==> src/rtl/store_narrow_serializer.sv <==
// store_narrow_serializer: truncates a 64-bit store value and writes it little-endian, one byte per cycle
module store_narrow_serializer #(
    parameter int ADDR_W = 64
) (
    input  logic              clk,
    input  logic              reset,
    input  logic              req_valid,
    output logic              req_ready,
    input  logic [ADDR_W-1:0] req_addr,
    input  logic [63:0]       req_data,
    input  logic [1:0]        req_size,
    output logic              mem_we,
    output logic [ADDR_W-1:0] mem_addr,
    output logic [7:0]        mem_wdata,
    input  logic              mem_ready,
    output logic              done,
    output logic              narrow_ovf
);
    typedef enum logic [1:0] {IDLE, SEND, DONE} state_t;
    state_t state, state_nx;
    logic [ADDR_W-1:0] addr;
    logic [63:0] data;
    logic [3:0] cnt;
    logic ovf, ovf_nx, accept, last;
    assign accept = req_valid && state == IDLE;
    assign last = state == SEND && cnt == 4'd1 && mem_ready;
    // Overflow when the narrowed value, sign-extended back, differs from the register value
    assign ovf_nx = req_size == 2'd0 ? req_data != {{56{req_data[7]}}, req_data[7:0]} :
                    req_size == 2'd1 ? req_data != {{48{req_data[15]}}, req_data[15:0]} :
                    req_size == 2'd2 ? req_data != {{32{req_data[31]}}, req_data[31:0]} : 1'b0;
    always_comb begin
        state_nx = IDLE;
        state_nx = state == IDLE ? (req_valid ? SEND : IDLE) :
                   state == SEND ? (last ? DONE : SEND) : IDLE;
    end
    always_ff @(posedge clk or negedge reset) begin
        if (!reset) state <= IDLE;
        else state <= state_nx;
    end
    // data shifts right as bytes are taken, so the current byte is always data[7:0]
    always_ff @(posedge clk or negedge reset) begin
        if (!reset) begin
            addr <= '0;
            data <= '0;
            cnt  <= '0;
            ovf  <= 1'b0;
        end else if (accept) begin
            addr <= req_addr;
            data <= req_data;
            cnt  <= 4'd1 << req_size;
            ovf  <= ovf_nx;
        end else if (state == SEND && mem_ready) begin
            addr <= addr + ADDR_W'(1);
            data <= {8'h00, data[63:8]};
            cnt  <= cnt - 4'd1;
        end
    end
    assign req_ready  = state == IDLE;
    assign mem_we     = state == SEND;
    assign mem_addr   = addr;
    assign mem_wdata  = data[7:0];
    assign done       = state == DONE;
    assign narrow_ovf = state == DONE && ovf;
endmodule

==> config.mk <==
export PLATFORM = sky130hd
export DESIGN_NAME = store_narrow_serializer
export DESIGN_NICKNAME = d
export VERILOG_FILES = /design/src/rtl/store_narrow_serializer.sv
export SDC_FILE = /design/constraint.sdc
export NUM_CORES = 1
export LEC_CHECK = 0
export ABC_AREA = 1
export CAP_MARGIN = 20
export CORE_MARGIN = 3
export CORE_UTILIZATION = 50
export CTS_BUF_LIST = sky130_fd_sc_hd__clkbuf_4 sky130_fd_sc_hd__clkbuf_8 sky130_fd_sc_hd__clkbuf_16
export CTS_CLUSTER_SIZE = 20
export DETAILED_ROUTE_END_ITERATION = 7
export DONT_BUFFER_PORTS = 1
export GPL_TIMING_DRIVEN = 0
export SETUP_SLACK_MARGIN = 0.2
export SYNTH_ARGS = -nofsm -noshare
export SYNTH_HDL_FRONTEND = slang
export SYNTH_SLANG_ARGS = --single-unit
==> constraint.sdc <==
create_clock -name clk -period 5.04 [get_ports clk]
set_clock_uncertainty 0.2 [all_clocks]
set_input_delay 1.008 -clock clk [delete_from_list [all_inputs] [get_ports clk]]
set_output_delay 1.008 -clock clk [all_outputs]
set_load 0.02 [all_outputs]
Word-level counts from Yosys, hierarchy flattened
Index checks and enable logic that the tools add are counted.
{"block": "op_classes", "n_addsub": 2, "eq_ne": 8, "n_shift": 1, "muxes": 13, "reduce_logical": 8}
{"cell": "64-bit 2-to-1 mux", "n": 4}
{"cell": "64-bit by 1-bit adder with 64-bit output (second input constant)", "n": 1}
{"cell": "56-bit inequality test", "n": 1}
{"cell": "48-bit inequality test", "n": 1}
{"cell": "32-bit inequality test", "n": 1}
{"cell": "4-bit 2-to-1 mux", "n": 2}
{"cell": "2-bit 2-to-1 mux", "n": 3}
{"cell": "1-bit logical AND", "n": 5}
{"cell": "2-bit by 1-bit equality test with 1-bit output (second input constant)", "n": 2}
{"cell": "2-bit equality test (second input constant)", "n": 2}
{"cell": "4-bit by 1-bit equality test with 1-bit output (second input constant)", "n": 1}
{"cell": "2-bit logical NOT", "n": 2}
{"cell": "1-bit 2-to-1 mux", "n": 4}
{"cell": "1-bit by 2-bit left shift with 4-bit output (first input constant)", "n": 1}
{"cell": "4-bit by 1-bit subtractor with 4-bit output (second input constant)", "n": 1}
{"cell": "2-bit nonzero test", "n": 1}
{"block": "word_totals", "reg_bits": 135, "inputBits": 134, "out_inout_bits": 76}

Logic depth before layout (Yosys ltp)
{"block": "depth", "depth_word": 6, "mapped_depth": 12}

Worst setup path after synthesis
OpenSTA, ideal clock, no wires.
{"block": "synth_timing", "path_kind": "input to register", "startpoint": "in req_valid", "endpoint": "reg addr[18] (netlist: mem_addr[18])", "setup_time_ps": 113, "t_arrival_ps": 1842, "slack_ps": 2884, "stages": 6, "path_buffers": 2, "cell_sequence": "nand2_1 > buf_2 > clkbuf_1 > o211ai_1 > nand2_1 > inv_1"}
{"block": "synth_via", "elab_chain_cells": 2, "word_cells_on_any_way": 3, "classes_between": "1 x mux; 2 x reduce/logical"}
{"element": "from (decl)", "line_no": "7", "text": "input logic req_valid,"}
{"element": "1-bit logical AND *", "line_no": "25", "text": "assign accept = req_valid && state == IDLE;"}
{"element": "64-bit 2-to-1 mux / 2-bit nonzero test (equally long branches)"}
{"element": "to (signal assigned)", "line_no": "48", "text": "addr <= req_addr;"}
{"element": "to (signal assigned)", "line_no": "53", "text": "addr <= addr + ADDR_W'(1);"}
{"element": "to (decl)", "line_no": "21", "text": "logic [ADDR_W-1:0] addr;"}
Mark *: on every way between the ends. The rest lies on a longest branch, timed or not.
A chain may end at the register's enable or synchronous reset.

Final worst setup path
{"block": "layout_timing", "startpoint": "reg state[0]", "endpoint": "reg addr[6] (netlist: mem_addr[6])"}
{"block": "layout_via", "elab_chain_cells": 3, "word_cells_on_any_way": 6, "classes_between": "1 x eq/ne; 1 x mux; 4 x reduce/logical"}
{"element": "from (decl)", "line_no": "20", "text": "state_t state, state_nx;"}
{"element": "from (signal assigned)", "line_no": "38", "text": "else state <= state_nx;"}
{"element": "2-bit logical NOT *"}
{"element": "named net req_ready", "line_no": "8", "text": "output logic req_ready,"}
{"element": "1-bit logical AND *", "line_no": "25"}
{"element": "64-bit 2-to-1 mux / 2-bit nonzero test (equally long branches)"}
The timed path passes the listed nets; every way through them passes the cells marked *.

==> metrics.md <==
| Metric | Value |
|---|---|
| Register area share after synthesis | 0.3806 |
| Buffers from clock root to sink, at most | 2 |
| Vias | 9,110 |
| Crit-path cells | nor2_2, nand2_1, inv_2, clkbuf_1, nand2_1, a31oi_1 |
| Crit-path max FO | 10 |
| CP dominant cell by count | nand2_1 |
| Critical-path cell with the highest stage delay | clkbuf_1 |
| Synthesized cell area | 8876 um2 |
| Clk sinks | 135 |
| Crit path required time | 5.19 ns |
| Setup crit start kind | register |
| Setup TNS | 0 ns |
| Final min period | 2.783 ns |
| Bufs and invs on worst path | 2 |
| Die W | 139.2 um |
| Setup WS post-layout | 2.257 ns |
| Vias per cell | 5.874 |
| GRT Util Overall | 0.3438 |
| Die height | 139.2 um |
| Post-route ant nets | 0 |
| Max-slew headroom | 0.3285 |
| Root Driver | clkbuf_16 |
| FF-to-FF setup slack | 2.26 ns |
| Worst-Margin Slew | 1.007 ns |
| Synth Warn # | 0 |
| Top FF cell, synth | dfrtp_1 |
| DRT Wirelength | 33,720 um |
| Fin nets | 1,451 |
| FF-to-FF End | mem_addr[6]$_DFFE_PN0P_ |
| Initial DRC count | about 960 |
| Layout area overhead | 9.952% |
| Hold WC Path Type | primary input to async pin |
| Starting density of the core | 0.5114 |
| Arr. time, crit path | roughly 2.9 ns |
| Status | complete, no violations |
| Global-route wire length before repair | 50,680 um |
| Largest net degree at the start of global routing | between 100 and 150 |
| Clk pin slew, worst setup/hold paths | 0.06 ns |
| Syn_area_per_cell | 6.854 um2 |
| Reg2reg path depth | 6 |
| Post-CTS Setup Inserts | 0 |
| Layout cells sized above 1 | 0.09502 |
| Synth cell types | 49 |
| Post-synth ARST share | 1.000 |
| Most frequent cells in the layout | nand2_1, nor2_1, inv_1 |
| Port bufs | 0 |
| DP Worst Slack | 2.172 ns |
| Post-DP HPWL | 26,130 um |
| Mean routed wirelength per cell | 21.74 um |
| VDD IR max | between 0.2 and 0.3 mV |
| Setup CP Type | register to register |
| CTS tree | built |
| PostCTS Resize Cnt | 0 |
| Crit. End Element | register |
| Lkg Pwr | 4.481 nW |
| Rows | 48 |
| Final core occ | 0.5623 |
| Total CTS buffers | 17 |
| Delay-heaviest family, CP | buffers and inverters |
| Final Cell Area | around 9800 um2 |
| Slew Limit Fails | 0 |
| Grt ovf | 0 |
| Clock latency on the worst-skew pair | 0.43 ns |
| Max-cap violations | 0 |
| Setup crit start | state[0]$_DFF_PN0_ |
| DRC viols | 0 |
| Die area | between 15,000 and 20,000 um2 |
| Final period util | 0.5521 |
| Setup violators final | 0 |
| Slowest stage delay, CP | 0.77 ns |
| Ports | 210 |
| Final Hold Viols | 0 |
| Post-synth EDFFs | 0 |
| Hold_buf cts | 0 |
| DP Area | 9158 um2 |
| Vias in the first global route | ~8,500 |
| H-tree Lvls | 4 |
| Drt pass-1 iters | 7 |
| Initial antenna violation count | 1 |
| Syn nets | between 1,000 and 1,500 |
| GPL Wtd Cong | 1.026 |
| Cell Pwr Density | 594.7 nW/um2 |
| RSZ-0062 raised after global routing | no |
| Filler cells | between 1,500 and 2,000 |
| FMAX | 359.4 MHz |
| Syn Inst Count | 1,295 |
| Antenna Cells | 0 |
| Synthesis-stage register bit count | 135 |
| Worst R2R Start | state[0]$_DFF_PN0_ |
| Core area | 17,360 um2 |
| Commonest non-fill, non-tap cell in the layout | nand2_1 |
## synthesized netlist by cell type (10+ instances only)
| cell type | count | area (um2) |
|---|---|---|
| a21oi_1 | 21 | 105.1 |
| a221oi_1 | 17 | 148.9 |
| buf_2 | 28 | 140.1 |
| clkbuf_1 | 18 | 67.56 |
| dfrtp_1 | 135 | 3378 |
| inv_1 | 139 | 521.8 |
| inv_2 | 11 | 41.29 |
| nand2_1 | 306 | 1149 |
| nand2_2 | 10 | 62.56 |
| nand3_1 | 115 | 575.6 |
| nand4_1 | 38 | 237.7 |
| nor2_1 | 226 | 848.3 |
| nor3_1 | 28 | 140.1 |
| o211ai_1 | 21 | 157.7 |
| o21ai_0 | 65 | 325.3 |
| o22ai_1 | 21 | 131.4 |
## cell type report
type / count / area (um2) / area share
Multi-Input combinational cell: 952 / 4647 / 0.4762
Sequential cell: 135 / 3378 / 0.3462
Inverter: 151 / 568.0 / 0.05821
Clock buffer: 18 / 432.9 / 0.04436
Buffer: 57 / 282.8 / 0.02897
Tap cell: 225 / 281.5 / 0.02885
Clock inverter: 13 / 168.9 / 0.01731
## how the worst max path moves through the flow
| stage | end | slack, ns | cells after the start |
|---|---|---|---|
| finish | mem_addr[6]$_DFFE_PN0P_ | 2.26 | 6 |
| floorplan | mem_addr[18]$_DFFE_PN0P_ | 2.88 | 6 |
| CTS | mem_addr[6]$_DFFE_PN0P_ | 2.33 | 6 |
| detailed placement | mem_addr[57]$_DFFE_PN0P_ | 2.17 | 6 |
| global placement | data[6]$_DFFE_PN0P_ | 2.20 | 6 |
| global route | mem_addr[6]$_DFFE_PN0P_ | 2.16 | 6 |
## power by group
group	internal [mW]	switching, mW
logic	0.678	1.36
clock network	0.787	0.531
registers	1.57	0.875
total	3.04	2.77
## worst register-to-register path: stages, from the launching register on
cell and delay [ns]:
dfrtp_1 0.41, nor2_2 0.35, nand2_1 0.35, inv_2 0.20, clkbuf_1 0.77, nand2_1 0.20
a31oi_1 0.22
## cells by family after synthesis
kind of cell             Yosys count  synth area share
AO/OA/AOI/OAI                    175            0.1241
XOR/XNOR                           9          0.008881
adder cells (fa/ha/maj)            3          0.004229
buffers and inverters            208           0.09585
flip-flops                       135            0.3806
AND/OR/NAND/NOR                  765            0.3864
## layer usage
metal	track usage	wire length (um)	vias up
met1	0.5091	14740	4218
li1	-	-	4303
met5	0	13	-
met2	0.4730	13710	550
met4	0.08033	533	2
met3	0.1351	4729	37
## sequential cells by signal, summed over array words and instances (netlist names)
register	flops
state	2
ovf	1
data	64
cnt	4
mem_addr	64
## per-stage QoR
step | hold slack [ns] | power [mW] | std cells
after global placement | 0.2654 | 4.410 | 1520
after floorplan | 0.2479 | 3.746 | 1295
after global routing | 0.04842 | 6.168 | 1551
final | 0.06522 | 5.803 | 1551
after detailed placement | 0.2699 | 4.451 | 1520
after CTS | 0.06338 | 5.761 | 1551
No activity file was read; power rests on OpenSTA's default activity.
